===== src/rtl/addsub_rr_arbiter.sv =====
// Round-robin arbiter that shares one 64-bit adder/subtractor among NREQ requesters.
// The result, signed-overflow flag and owner ID are returned on a registered valid/ready channel.
module addsub_rr_arbiter #(
  parameter int unsigned NREQ  = 4,
  parameter int unsigned ID_W  = 2,
  parameter int unsigned CNT_W = 16
) (
  input  logic                 clk,
  input  logic                 rst_n,
  input  logic [NREQ-1:0]      req_valid,
  output logic [NREQ-1:0]      req_ready,
  input  logic [NREQ*64-1:0]   req_in1,
  input  logic [NREQ*64-1:0]   req_in2,
  input  logic [NREQ-1:0]      req_m,
  output logic                 rsp_valid,
  input  logic                 rsp_ready,
  output logic [63:0]          rsp_data,
  output logic                 rsp_ovf,
  output logic [ID_W-1:0]      rsp_id,
  output logic [CNT_W-1:0]     op_count
);

  localparam int unsigned DW = 64;

  typedef enum logic [1:0] {IDLE, EXEC, RESP} state_t;

  state_t          state;
  logic [ID_W-1:0] rr_ptr;
  logic [ID_W-1:0] grant_idx;
  logic [ID_W-1:0] next_ptr;
  logic [ID_W:0]   scan_pos;
  logic            grant_found;
  logic            accept;
  logic            handshake;
  logic [DW-1:0]   sel_a;
  logic [DW-1:0]   sel_b;
  logic            sel_m;
  logic [DW-1:0]   op_a;
  logic [DW-1:0]   op_b;
  logic            op_m;
  logic [ID_W-1:0] op_id;
  logic [DW-1:0]   b_eff;
  logic [DW-1:0]   sum;
  logic            ovf;

  // Scan from rr_ptr upward; iterating downward leaves the nearest valid requester as the winner.
  always_comb begin
    grant_found = 1'b0;
    grant_idx   = '0;
    scan_pos    = '0;
    for (int k = int'(NREQ) - 1; k >= 0; k--) begin
      scan_pos = {1'b0, rr_ptr} + (ID_W+1)'(k);
      if (scan_pos >= (ID_W+1)'(NREQ)) begin
        scan_pos = scan_pos - (ID_W+1)'(NREQ);
      end
      if (req_valid[scan_pos[ID_W-1:0]]) begin
        grant_found = 1'b1;
        grant_idx   = scan_pos[ID_W-1:0];
      end
    end
  end

  assign next_ptr  = (grant_idx == ID_W'(NREQ - 1)) ? '0 : grant_idx + ID_W'(1);
  assign handshake = (state == RESP) && rsp_ready;
  assign accept    = rst_n && grant_found && ((state == IDLE) || handshake);

  always_comb begin
    req_ready = '0;
    if (accept) begin
      req_ready[grant_idx] = 1'b1;
    end
  end

  // Operand mux for the granted requester.
  always_comb begin
    sel_a = '0;
    sel_b = '0;
    sel_m = 1'b0;
    for (int i = 0; i < int'(NREQ); i++) begin
      if (grant_idx == ID_W'(i)) begin
        sel_a = req_in1[DW*i +: DW];
        sel_b = req_in2[DW*i +: DW];
        sel_m = req_m[i];
      end
    end
  end

  // Subtraction is in1 + ~in2 + 1; overflow compares signs against the effective operand.
  always_comb begin
    b_eff = op_m ? ~op_b : op_b;
    sum   = op_a + b_eff + DW'(op_m);
    ovf   = (op_a[DW-1] == b_eff[DW-1]) && (sum[DW-1] != op_a[DW-1]);
  end

  always_ff @(posedge clk or negedge rst_n) begin
    if (!rst_n) begin
      state     <= IDLE;
      rr_ptr    <= '0;
      op_a      <= '0;
      op_b      <= '0;
      op_m      <= 1'b0;
      op_id     <= '0;
      rsp_valid <= 1'b0;
      rsp_data  <= '0;
      rsp_ovf   <= 1'b0;
      rsp_id    <= '0;
      op_count  <= '0;
    end else begin
      if (accept) begin
        op_a   <= sel_a;
        op_b   <= sel_b;
        op_m   <= sel_m;
        op_id  <= grant_idx;
        rr_ptr <= next_ptr;
      end
      if (handshake) begin
        op_count <= op_count + CNT_W'(1);
      end
      case (state)
        IDLE: begin
          if (accept) begin
            state <= EXEC;
          end
        end
        EXEC: begin
          rsp_data  <= sum;
          rsp_ovf   <= ovf;
          rsp_id    <= op_id;
          rsp_valid <= 1'b1;
          state     <= RESP;
        end
        RESP: begin
          if (rsp_ready) begin
            rsp_valid <= 1'b0;
            state     <= accept ? EXEC : IDLE;
          end
        end
        default: begin
          state <= IDLE;
        end
      endcase
    end
  end

endmodule


===== config.mk =====
export PLATFORM = sky130hd
export DESIGN_NAME = addsub_rr_arbiter
export DESIGN_NICKNAME = d
export VERILOG_FILES = /design/src/rtl/addsub_rr_arbiter.sv
export SDC_FILE = /design/constraint.sdc
export NUM_CORES = 1
export LEC_CHECK = 0
export CAP_MARGIN = 20
export CORE_AREA = 5 5 232 234
export CTS_CLUSTER_DIAMETER = 30
export DETAILED_ROUTE_END_ITERATION = 6
export DIE_AREA = 0 0 237 239
export HOLD_SLACK_MARGIN = 0.1
export MAX_ROUTING_LAYER = met4
export REMOVE_ABC_BUFFERS = 1
export SETUP_SLACK_MARGIN = 0.02
export SYNTH_ARGS = -nofsm -noshare
export SYNTH_HDL_FRONTEND = slang
export SYNTH_SLANG_ARGS = --single-unit
export TNS_END_PERCENT = 50

===== constraint.sdc =====
create_clock -name clk -period 3.7 [get_ports clk]
set_clock_uncertainty 0.1 [all_clocks]
set_input_delay 0.555 -clock clk [delete_from_list [all_inputs] [get_ports clk]]
set_output_delay 0.555 -clock clk [all_outputs]
set_load 0.02 [all_outputs]

==> impl_metrics.tcl, run 1 <==
set metrics [dict create \
    gp_congestion 0.917 \
    timing.fmax_mhz 280 \
    dieArea_um2 56600 \
    critPathRequiredTime_ps 4100 \
    grt-ovfl-total 0 \
    rsz0062_at_grt "yes" \
    viasPerCell 5.10 \
    syn_area_um2 15800 \
    cts_buffer_depth 3 \
    die_width_um 237 \
    track_usage_pct 21.5 \
    vias 17509 \
    r2r_slack_ps 120 \
    setup_tns_ps 0 \
    slew_headroom_pct 37.5 \
    total_power_mw 29.3 \
    final-seq-area_um2 5480 \
    status "complete, no violations" \
    fin_nets 3293 \
    final-hold-violation-count 0 \
    coreArea_um2 51800 \
    synth_edf_count 0 \
    hpwlAfterDp_um 49700 \
    cts.clk_slew.worst_paths_ps 50 \
    drive_above_1_share_pct 10.1 \
    yosys-top-cells-area "dfrtp_1 (35%), a21oi_1 (15%), nor2_1 (10%), a22oi_1 (6.2%), ha_1 (5.3%)" \
    multi_input_comb_area_um2 10000 \
    synth_most_common_cell "a21oi_1" \
    timing.rr.end "rsp_data[62]" \
    drv_cap 0 \
    syn_area_per_cell_um2 7.57 \
    synth_top_cell_by_area "dfrtp_1" \
    antenna_cells 0 \
    htree_levels 2 \
    p_leak_nw 10.5 \
    drt-pass1-iter-count 5 \
    ys.flop_type "dfrtp_1" \
    arrival_ps 3970 \
    grt_pass1_wl_um 95600 \
    grt_pass1_vias 17250 \
    synthToLayoutAreaGrowth_pct 60.8 \
    postSynthCellCount 2091 \
    fillers 5073 \
    io_buffers 610 \
    die_y_um 239 \
    synthArstFlopShare_pct 100 \
    rows 84 \
    start_kind "flip-flop" \
    rr_startpoint "op_m" \
    critPathKind "flip-flop to flip-flop" \
    whs_ps 340 \
    yosysUniqueCellTypes 65 \
    start_util_pct 30.6 \
    io_pins 611 \
    synthTopCellsByCount "a21oi_1 (468), nor2_1 (422), dfrtp_1 (219), clkbuf_1 (133), nand2_1 (131)" \
    drc 0 \
    finalSetupViolations 0 \
    ys_warn_count 0 \
    worst_slew_pin_slew_ps 938 \
    vdd_drop_max_mv 0.536 \
    ant_nets 0 \
    crit_fanout 6 \
    synth_top_area_share_pct 34.6 \
    antenna_found_initial 0 \
    period_share_pct 96.7 \
    drt_iter0_drc 1027 \
    clk_latency_ps 570 \
    cts_inserted_buffers 55 \
    min_path_type "input pin to async pin" \
    synth-seq-cells 219 \
    grt_start_max_net_pins 91 \
    end_kind "flip-flop" \
    wl_um 63200 \
    wl_per_cell_um 18.4 \
    cts_root_buffer "clkbuf_16" \
    utilization_pct 49.1 \
    cts_tree "yes" \
    r2r_cells 14 \
    cts_sinks 219 \
    synth-seq-area-share_pct 34.6 \
    fin_crit_ps 3580 \
    drv_slew 0 \
    startpoint "op_m" \
    p_per_area_nw_per_um2 1150 \
    crit_path_end "rsp_data[62]" \
]
logic make-up after synthesis:
family          synth area share, %
xor+xnor                       7.41
mux                           0.466
flops                          34.6
simple gates                   17.7
buf+inv                        4.49
compound gates                 29.9
fa+ha+maj                      5.42
layout by cell type, fill, tap and decap left out, types with 49 or more instances in the layout:
master	count
clkdlybuf4s50_1	609
clkbuf_16	58
nor2_1	422
dfrtp_1	218
nand2_1	130
ha_1	49
a22oi_1	130
xor2_1	87
o21ai_0	65
buf_4	93
a21oi_1	459
layout make-up:
type                            instances  share of cell area, %
Timing Repair Buffer                  717                   27.8
Clock inverter                         39                   1.75
Multi-Input combinational cell       1687                   39.3
Clock buffer                           64                   5.86
Sequential cell                       219                   21.5
Inverter                               22                  0.324
Tap cell                              688                   3.38
repair_timing:
item                                    in CTS  in global routing
hold endpoints to repair                    28                  0
hold buffers                                 1                  0
cloned                                       0                  1
pin swaps                                    0                 20
gates resized for setup                      0                 65
endpoints found under the setup margin       4                 24
setup buffers                                0                  8
metrics by stage:
step	cell area [µm²]	worst slack, ps	std cells
floorplan	15200	-17840	1928
global placement	23100	-77.5	3323
detailed placement	23100	-194	3323
CTS	25000	-28.5	3427
global route	25500	-16.8	3436
finish	25500	122	3436
where the power goes:
| group | switching [mW] | internal (mW) | total [mW] | leakage [nW] |
|---|---|---|---|---|
| logic | 11.3 | 8.67 | 20.0 | 6.98 |
| clock network | 1.59 | 3.33 | 4.91 | 0.933 |
| registers | 0.906 | 3.54 | 4.45 | 2.61 |
flip-flops by register name, indices dropped and copies added, names as in the netlist:
name,cells
op_id,2
rsp_valid,1
rsp_ovf,1
op_a,64
rsp_data,64
rr_ptr,2
rsp_id,2
op_count,16
op_m,1
state,2
op_b,64
metal layers:
| metal | wire [µm] | part of all wire [%] | track usage (%) | up-vias |
|---|---|---|---|---|
| met3 | 3210 | 5.1 | 3.58 | 88 |
| met5 | 0 | 0 | - | - |
| met2 | 30500 | 48 | 34.9 | 505 |
| met1 | 28000 | 44 | 27.9 | 8235 |
| met4 | 1540 | 2.4 | 6.00 | 0 |
| li1 | - | - | - | 8681 |
worst min-delay path by stage:
stage | from | to | slack (ps) | cells past startpoint
after floorplan | rst_n | op_a[0] | 160 | 0
after global placement | rst_n | op_a[51] | 340 | 1
after detailed placement | rst_n | op_a[51] | 340 | 1
after CTS | rst_n | op_a[51] | 310 | 2
after global routing | rst_n | op_a[51] | 350 | 2
final | rst_n | op_a[51] | 340 | 2
critical path, stage by stage, from the launching register on:
cell      delay (ps)
dfrtp_4          540
buf_6            170
buf_4            160
xor2_1           160
ha_1             350
a21o_1           200
o21bai_1         160
a21o_1           210
a211oi_2         210
and3_4           230
o31a_1           250
o21ai_4          120
a31o_4           280
a211o_1          290
nand3_1           80
(Power assumes the default switching activity.)
==> run 2: changes to the inputs <==
--- a/config.mk
+++ b/config.mk
@@ -6,10 +6,10 @@
 export NUM_CORES = 1
 export LEC_CHECK = 0
 export CAP_MARGIN = 20
-export CORE_AREA = 5 5 232 234
+export CORE_AREA = 2 2 236 238
 export CTS_CLUSTER_DIAMETER = 30
 export DETAILED_ROUTE_END_ITERATION = 6
-export DIE_AREA = 0 0 237 239
+export DIE_AREA = 0 0 238 240
 export HOLD_SLACK_MARGIN = 0.1
 export MAX_ROUTING_LAYER = met4
 export REMOVE_ABC_BUFFERS = 1
==> run 2 against run 1 <==
  * Critical path depth fell by 6
  * Fmax down 0.38%
  * Hold slack improved by 18 ps
  * Cell area is 1.0% higher
  * Sequential power shrank 1%
  * Highest routed layer unchanged
  * Die area up 0.84%
  * Critical path type is now input pin to primary output
==> impl_metrics.tcl, run 2 (synthesis gave the netlist of run 1 again) <==
set metrics [dict create \
    cts_inserted_buffers 58 \
    slew_headroom_pct 41.6 \
    crit_fanout 7 \
    wl_per_cell_um 17.9 \
    end_kind "primary output" \
    arrival_ps 2940 \
    io_buffers 610 \
    drc 0 \
    cts_buffer_depth 3 \
    final-hold-violation-count 0 \
    period_share_pct 97.1 \
    fin_crit_ps 3590 \
    clock_power_share_pct 18.5 \
    hpwlAfterDp_um 48400 \
    final_cell_mix "clkdlybuf4s50_1 (609), a21oi_1 (460), nor2_1 (422), dfrtp_1 (218), nand2_1 (130)" \
    grt-ovfl-total 0 \
    timing.fmax_mhz 278 \
    layout_setup_ws_ps 108 \
    coreArea_um2 54700 \
    cts_tree "yes" \
    cts.clk_slew.worst_paths_ps 40 \
    p_sw_mw 13.8 \
    fin_nets 3296 \
    switching_share_pct 46.1 \
    io_pins 611 \
    setup_tns_ps 0 \
    vias 17331 \
    dp_slack_ps -17.7 \
    reg_top3 "op_a (64), op_b (64), rsp_data (64)" \
    htree_levels 2 \
    die_width_um 238 \
    grt_start_max_net_pins 155 \
    p_comb_share_pct 66.8 \
    rows 86 \
    vdd_drop_max_mv 0.499 \
    die_y_um 240 \
    drive_above_1_share_pct 9.81 \
    p_int_mw 16.1 \
    wl_um 61800 \
    gp_congestion 0.937 \
    critPathRequiredTime_ps 3040 \
    r2r_slack_ps 160 \
    grt_pass1_vias 16947 \
    critPathKind "input pin to primary output" \
    drt-pass1-iter-count 5 \
    viasPerCell 5.01 \
    cts_root_buffer "clkbuf_16" \
    start_util_pct 29.0 \
    p_per_area_nw_per_um2 1160 \
    dieArea_um2 57100 \
    synthToLayoutAreaGrowth_pct 62.4 \
    drv_cap 0 \
    antenna_cells 0 \
    pwr-share-seq_pct 14.7 \
    status "complete, no violations" \
    clk_latency_ps 600 \
    min_path_type "flip-flop to flip-flop" \
    finalSetupViolations 0 \
    drv_slew 0 \
    rr_startpoint "op_m" \
    startpoint "req_valid[0]" \
    hp-start "op_id[0]" \
    r2r_cells 15 \
    worst_slew_pin_slew_ps 876 \
    track_usage_pct 21.2 \
    antenna_found_initial 1 \
    drt_iter0_drc 912 \
    p_leak_nw 10.7 \
    rsz0062_at_grt "yes" \
    start_kind "input pin" \
    cts_sinks 219 \
    holdPathStages 2 \
    grt_pass1_wl_um 92700 \
    final_common_cell "clkdlybuf4s50_1" \
    ant_nets 0 \
]
-- run 2: cell types whose count changed in the layout (fill, tap and decap cells not counted), sizes merged --
cell,before,now
buf,106,107
inv,27,24
bufinv,6,14
clkinv,21,16
clkbuf,65,68
-- run 2: worst paths after layout --
path,endpoint
max,req_ready[2]
min,rsp_id[0]
max reg2reg,rsp_data[61]
min reg2reg,rsp_id[0]
max in group asynchronous,op_m
min in group asynchronous,op_a[53]
-- run 2: repair_timing --
action	in CTS	in global routing
buffers inserted	0	9
resized for setup	3	50
hold buffers	1	0
endpoints found under the setup margin	5	25
pin swaps	0	23
endpoints found under the hold margin	88	0
-- run 2: critical path, cell delays in order --
cell and delay (ps):
clkdlybuf4s50_1 550, a21oi_1 100, o21a_1 170, o22ai_1 330, inv_1 210, ha_4 280
and2_1 180, clkdlybuf4s50_1 560
-- run 2: layout make-up --
class                      instances  area (µm²)
tap                              704         881
clock buffer                      68        1550
fill                            5258       29000
clock inverter                    39         597
multi-input combinational       1687        9980
sequential                       219        5480
inverter                          22        82.6
timing repair buffer             717        7140
-- run 2: power groups by stage --
stage                     Sequential (mW)  Clock, mW  Combinational (mW)
after global routing                 4.53       5.76                22.0
final                                4.39       5.51                19.9
after global placement               4.40          0                18.8
after detailed placement             4.42          0                18.9
after floorplan                      4.76          0                12.0
after CTS                            4.41       5.62                19.1
-- run 2: metrics by stage --
stage          instances  power (mW)  area [µm²]  hold WS, ps  util (%)
4_1_cts             3447        29.1       25400          366      46.4
3_5_place_dp        3339        23.3       23200          359      42.5
3_3_place_gp        3339        23.2       23200          351      42.5
2_1_floorplan       1928        16.8       15200          159         -
5_1_grt             3456        32.3       25700          394      47.0
6_report            3456        29.8       25700          358      47.0
-- run 2: routing by layer --
layer / GRT usage, % / share of wire [%] / wire (µm)
met5: - / 0 / 0
met4: 8.13 / 3.5 / 2150
met3: 3.56 / 5.3 / 3260
met2: 34.1 / 47 / 28900
met1: 26.7 / 44 / 27400
==> run 3: changes to the inputs <==
--- a/config.mk
+++ b/config.mk
@@ -10,6 +10,7 @@
 export CTS_CLUSTER_DIAMETER = 30
 export DETAILED_ROUTE_END_ITERATION = 6
 export DIE_AREA = 0 0 238 240
+export GPL_TIMING_DRIVEN = 1
 export HOLD_SLACK_MARGIN = 0.1
 export MAX_ROUTING_LAYER = met4
 export REMOVE_ABC_BUFFERS = 1
==> results of run 3 <==
Final layout, timing and power as in run 2 (identical DEF).
